**src/rtl/kab_io_pkg.sv**
```systemverilog
// Shared definitions for the core IO-bus interrupt controller: register offsets,
// source ID encoding and controller FSM states.
package kab_io_pkg;

  localparam int ID_W = 4;
  localparam logic [ID_W-1:0] URGENT_ID = 4'd8;

  localparam logic [29:0] OFF_MASK   = 30'd0;
  localparam logic [29:0] OFF_PEND   = 30'd1;
  localparam logic [29:0] OFF_STATUS = 30'd2;

  typedef enum logic [1:0] {
    ST_IDLE = 2'd0,
    ST_REQ  = 2'd1,
    ST_GAP  = 2'd2
  } state_e;

endpackage

```
**src/rtl/int_prio_enc.sv**
```systemverilog
// Fixed-priority encoder: bit 8 (urgent) wins, otherwise the lowest set index.
module int_prio_enc
  import kab_io_pkg::*;
(
  input  logic [8:0]      elig_i,
  output logic            vld_o,
  output logic [ID_W-1:0] id_o
);

  always_comb begin
    vld_o = |elig_i;
    id_o  = '0;
    if (elig_i[8]) begin
      id_o = URGENT_ID;
    end else begin
      // Scan downward so the lowest eligible index is the last assignment.
      for (int i = 7; i >= 0; i--) begin
        if (elig_i[i]) id_o = ID_W'(i);
      end
    end
  end

endmodule

```
**src/rtl/ext_int_ctrl.sv**
```systemverilog
// External interrupt controller: edge-detected maskable/urgent sources, a
// single outstanding request to the core, and a small IO-bus register file.
module ext_int_ctrl
  import kab_io_pkg::*;
#(
  parameter logic [29:0] BASE_ADDR = 30'h0000_0100,
  parameter int          NUM_SRC   = 8
) (
  input  logic                Sys_Clock,
  input  logic                Sys_Reset,
  input  logic [29:0]         Sys_Address,
  input  logic                Sys_WrEn,
  input  logic                Sys_RdEn,
  input  logic [31:0]         Sys_WrData,
  output logic [31:0]         Sys_RdData,
  input  logic [NUM_SRC-1:0]  IntReq,
  input  logic                UrgentReq,
  output logic                K_IntReq,
  output logic [ID_W-1:0]     K_IntID,
  input  logic                I_IntAck
);

  state_e               state_q, state_d;
  logic [ID_W-1:0]      kid_q, kid_d;
  logic [NUM_SRC-1:0]   mask_q, mask_d;
  logic [NUM_SRC:0]     pend_q, pend_d;
  logic [NUM_SRC:0]     prev_q;
  logic                 armed_q;
  logic [31:0]          rd_q, rd_d;

  logic [NUM_SRC:0]     edge_s, elig_s, ack_clr_s, clr_s;
  logic [29:0]          off_s;
  logic                 hit_mask, hit_pend, hit_stat;
  logic                 win_vld;
  logic [ID_W-1:0]      win_id;
  logic                 unused_wdata;

  assign unused_wdata = ^Sys_WrData[31:NUM_SRC+1];

  assign off_s    = Sys_Address - BASE_ADDR;
  assign hit_mask = (off_s == OFF_MASK);
  assign hit_pend = (off_s == OFF_PEND);
  assign hit_stat = (off_s == OFF_STATUS);

  // The first cycle after reset only primes the history, so a source held
  // high across reset release is not mistaken for a fresh rising edge.
  assign edge_s = armed_q ? ({UrgentReq, IntReq} & ~prev_q) : '0;
  assign elig_s = {pend_q[NUM_SRC], pend_q[NUM_SRC-1:0] & mask_q};

  int_prio_enc u_prio (
    .elig_i (elig_s),
    .vld_o  (win_vld),
    .id_o   (win_id)
  );

  always_comb begin
    state_d   = state_q;
    kid_d     = kid_q;
    ack_clr_s = '0;
    case (state_q)
      ST_IDLE: begin
        if (win_vld) begin
          kid_d   = win_id;
          state_d = ST_REQ;
        end
      end
      ST_REQ: begin
        // The request is never withdrawn; only the ack ends it.
        if (I_IntAck) begin
          ack_clr_s = (NUM_SRC+1)'(1) << kid_q;
          state_d   = ST_GAP;
        end
      end
      ST_GAP:  state_d = ST_IDLE;
      default: state_d = ST_IDLE;
    endcase
  end

  always_comb begin
    mask_d = mask_q;
    if (Sys_WrEn && hit_mask) mask_d = Sys_WrData[NUM_SRC-1:0];

    clr_s  = ack_clr_s | ((Sys_WrEn && hit_pend) ? Sys_WrData[NUM_SRC:0] : '0);
    // New edges override any coincident clear.
    pend_d = (pend_q & ~clr_s) | edge_s;

    rd_d = '0;
    if (Sys_RdEn) begin
      if (hit_mask)      rd_d = 32'(mask_q);
      else if (hit_pend) rd_d = 32'(pend_q);
      else if (hit_stat) rd_d = {24'd0, kid_q, 3'd0, K_IntReq};
    end
  end

  always_ff @(posedge Sys_Clock) begin
    if (Sys_Reset) begin
      state_q <= ST_IDLE;
      kid_q   <= '0;
      mask_q  <= '0;
      pend_q  <= '0;
      prev_q  <= '0;
      armed_q <= 1'b0;
      rd_q    <= '0;
    end else begin
      state_q <= state_d;
      kid_q   <= kid_d;
      mask_q  <= mask_d;
      pend_q  <= pend_d;
      prev_q  <= {UrgentReq, IntReq};
      armed_q <= 1'b1;
      rd_q    <= rd_d;
    end
  end

  assign K_IntReq   = (state_q == ST_REQ);
  assign K_IntID    = kid_q;
  assign Sys_RdData = rd_q;

endmodule

```
**config.mk**
```make
export PLATFORM = sky130hd
export DESIGN_NAME = ext_int_ctrl
export DESIGN_NICKNAME = d
export VERILOG_FILES = /design/src/rtl/kab_io_pkg.sv /design/src/rtl/int_prio_enc.sv /design/src/rtl/ext_int_ctrl.sv
export SDC_FILE = /design/constraint.sdc
export NUM_CORES = 1
export LEC_CHECK = 0
export ABC_AREA = 1
export CAP_MARGIN = 0
export CORE_UTILIZATION = 39
export CTS_CLUSTER_DIAMETER = 150
export CTS_CLUSTER_SIZE = 14
export DETAILED_ROUTE_END_ITERATION = 8
export GPL_TIMING_DRIVEN = 0
export PLACE_DENSITY = 0.77
export RECOVER_POWER = 100
export SYNTH_ARGS = -nofsm -noshare
export SYNTH_HDL_FRONTEND = slang
export SYNTH_SLANG_ARGS = --single-unit
export TNS_END_PERCENT = 10
```
**constraint.sdc**
```tcl
create_clock -name Sys_Clock -period 1.5 [get_ports Sys_Clock]
set_clock_uncertainty 0.1 [all_clocks]
set_input_delay 0.15 -clock Sys_Clock [delete_from_list [all_inputs] [get_ports Sys_Clock]]
set_output_delay 0.15 -clock Sys_Clock [all_outputs]
set_load 0.05 [all_outputs]
```
==> flow_summary.ini <==
[outcome]
status = finished with violations
violations = setup timing

[cells_and_area]
drive_above_1_share_pct = 31.8
design_area_mm2 = 0.00411
synthToLayoutAreaGrowth_pct = 47.9
finalNetCount = 622
antennaDiodeCount = 0
fillers = 662
utilization_pct = 60.1

[placement]
port_buffers = 65
dpl_cell_area_mm2 = 0.00364
routabilityCongestion = 0.909
dp_slack_ps = -954
dp_hpwl_um = 5940

[setup_path]
required_ps = 1590
r2r-start = pend_q[6]$_SDFF_PP0_
crit_type = in -> reg
cp_slowest_cell = nor2_4
reg2reg_to = K_IntID[0]$_SDFFE_PP0P_
ff2ff_setup_slack_ps = -130
start_kind = input port
cp_common_cell = nor2_4
cp_cell_sequence = buf_2 > nor2_4 > buf_4 > nand3_4 > nor2_4 > nand2_2 > nand2_2 > nand3_2 > inv_1 > nand3_2 > nor2_4 > buf_6 > nand4_1 > nand2_1 > a21oi_1
worstPathMaxFanout = 5
setup.worst_path.start = Sys_Address[9]
endpoint_kind = flip-flop
r2r_cells = 5
critPathArrivalTime_ps = 1800
critPathMaxStageDelay_ps = 230

[detailed_routing]
wl_um = 8180
num_vias = 3144
wl_per_cell_um = 12.7
drt_iter0_drc = 228
drcViolationCount = 0
first_pass_iters = 5
vias_per_cell = 4.89
ant_nets = 0

[worst_hold_path]
worstHoldStart = IntReq[3]
hold_depth = 3
hold_path.class = in -> reg
hold_path_end = prev_q[3]$_SDFF_PP0_

[die]
row_count = 30
dieArea_mm2 = 0.00746
die_y_um = 86.4
io_pins = 113
core-area_mm2 = 0.00683
start_util_pct = 40.7
die_w_um = 86.4

[sta]
holdWs_ps = 282
period_needed_ps = 1710
max_freq_mhz = 584
slew_violations = 0
max_slew_margin_pct = 62.3
setup_slack_ps = -213
rsz0062_at_grt = true
final.period_utilization_pct = 114
tightest_slew_ps = 563
setup_violations = 29
finalHoldViolations = 0

[clocking]
postCtsHoldBufs = 0
clock-sinks = 42
worst_skew_pair.late_latency_ps = 300
htree_levels = 2
cts-buffers-inserted = 5
cts_tree = yes
path_clk_slew_ps = 80
clockBufferDepth = 2
root_buffer = clkbuf_8

[yosys]
syn-cell-area_mm2 = 0.00278
synthCells = 426
synth_edf_count = 0
yosysMostFrequentCell = nand2_1
yosys-top-cells-count = nand2_1, nor2_1, inv_1, dfxtp_1, a21oi_1
synth-seq-cells = 42
async_flop_share_pct = 0
synth_area_per_cell_um2 = 6.52
synth-seq-area-share_pct = 30.3
yosys-top-cells-area = dfxtp_1, nand2_1, nor2_1, inv_1, buf_4
ys_warn_count = 0
yosysTopAreaCell = dfxtp_1
synth_ff_type = dfxtp_1
ys_types = 36
yosys.area.top_type_share_pct = 30.3

[global_route]
track_usage_pct = 22.1
grt_pass1_wl_um = 13000
antenna_found_initial = 0
grt_max_degree = 14
first_global_vias = 2866
grt-ovfl-total = 0

[power]
switching_share_pct = 32.3
p_total_uw = 2630
leakage_uw = 0.00187
peakVddDrop_mv = 0.640
switchingPower_uw = 850
intPower_uw = 1780
p_per_area_mw_per_mm2 = 640
seq_power_share_pct = 45.2
power.share.clock_pct = 29.2
p_comb_share_pct = 25.6

[run]
drv_cap = 0
==> cells by family (layout without fill, tap and decap cells) <==
kind of cell    count (synthesis)  in the layout  share of synthesized area (%)
compound gates                 57             57                           12.5
buf+inv                        81            180                           14.6
flops                          42             42                           30.3
other cells                     1             23                          0.135
simple gates                  245            245                           42.4
==> stage by stage <==
stage / TNS [ps] / std cells
2_1_floorplan: -2230 / 448
3_3_place_gp: -25060 / 609
3_5_place_dp: -26700 / 609
4_1_cts: -4750 / 632
5_1_grt: -8990 / 643
6_report: -4850 / 643
==> worst max path at each step <==
stage	endpoint	slack, ps	depth (start not counted)
after floorplan	mask_q[1]$_SDFFE_PP0P_	-110	12
final	pend_q[8]$_SDFF_PP0_	-210	15
after global routing	pend_q[8]$_SDFF_PP0_	-380	15
after CTS	pend_q[8]$_SDFF_PP0_	-220	14
after global placement	mask_q[4]$_SDFFE_PP0P_	-900	13
after detailed placement	mask_q[3]$_SDFFE_PP0P_	-950	13
==> critical path: cells and delay by family <==
kind | cells | cell delay, ps
AOI/OAI and AO/OA | 1 | 50
buffers and inverters | 4 | 480
and+or+nand+nor | 10 | 1110
==> placed cells by master (no fill, tap or decap), types with 23 or more instances in the layout <==
master           instances
nor2_1                  37
conb_1                  23
inv_1                   45
buf_4                   45
nand2_2                 26
nand2_1                 73
dfxtp_1                 36
clkdlybuf4s50_1         24
a21oi_1                 23
nand4_1                 25
==> power by group through the flow <==
| stage | clock [uW] | combinational, uW | sequential [uW] |
|---|---|---|---|
| CTS | 789 | 644 | 1190 |
| finish | 767 | 674 | 1190 |
| global route | 836 | 725 | 1190 |
| global placement | 0 | 626 | 1210 |
| detailed placement | 0 | 631 | 1210 |
| floorplan | 0 | 381 | 1230 |
==> registers in the layout, summed over array words and instances (netlist names) <==
register    flops
Sys_RdData      9
armed_q         1
K_IntID         4
mask_q          8
state_q         2
pend_q          9
prev_q          9
==> timing repair <==
| item | CTS | global route |
|---|---|---|
| pin swaps | 44 | 37 |
| setup buffers | 14 | 10 |
| setup endpoints to repair | 45 | 42 |
| resized for setup | 131 | 61 |
| gates cloned | 1 | 1 |
==> metal layers <==
layer  vias to the layer above  GRT usage [%]  wire [um]
met3                        17           4.57        537
met4                         0           10.3        148
met2                       114           35.9       4010
met1                      1424           28.1       3480
met5                         -              0          0
li1                       1589              -          -
==> final cells by class <==
cell class / count / area (um^2) / area share, %
Buffer: 33 / 235 / 5.72
Clock buffer: 6 / 82.6 / 2.01
Clock inverter: 2 / 12.5 / 0.305
Inverter: 48 / 180 / 4.38
Multi-Input combinational cell: 325 / 1850 / 45.0
Sequential cell: 42 / 848 / 20.6
Tap cell: 96 / 120 / 2.92
Timing Repair Buffer: 91 / 782 / 19.0
Note: power is estimated with default switching activity, not from simulation.
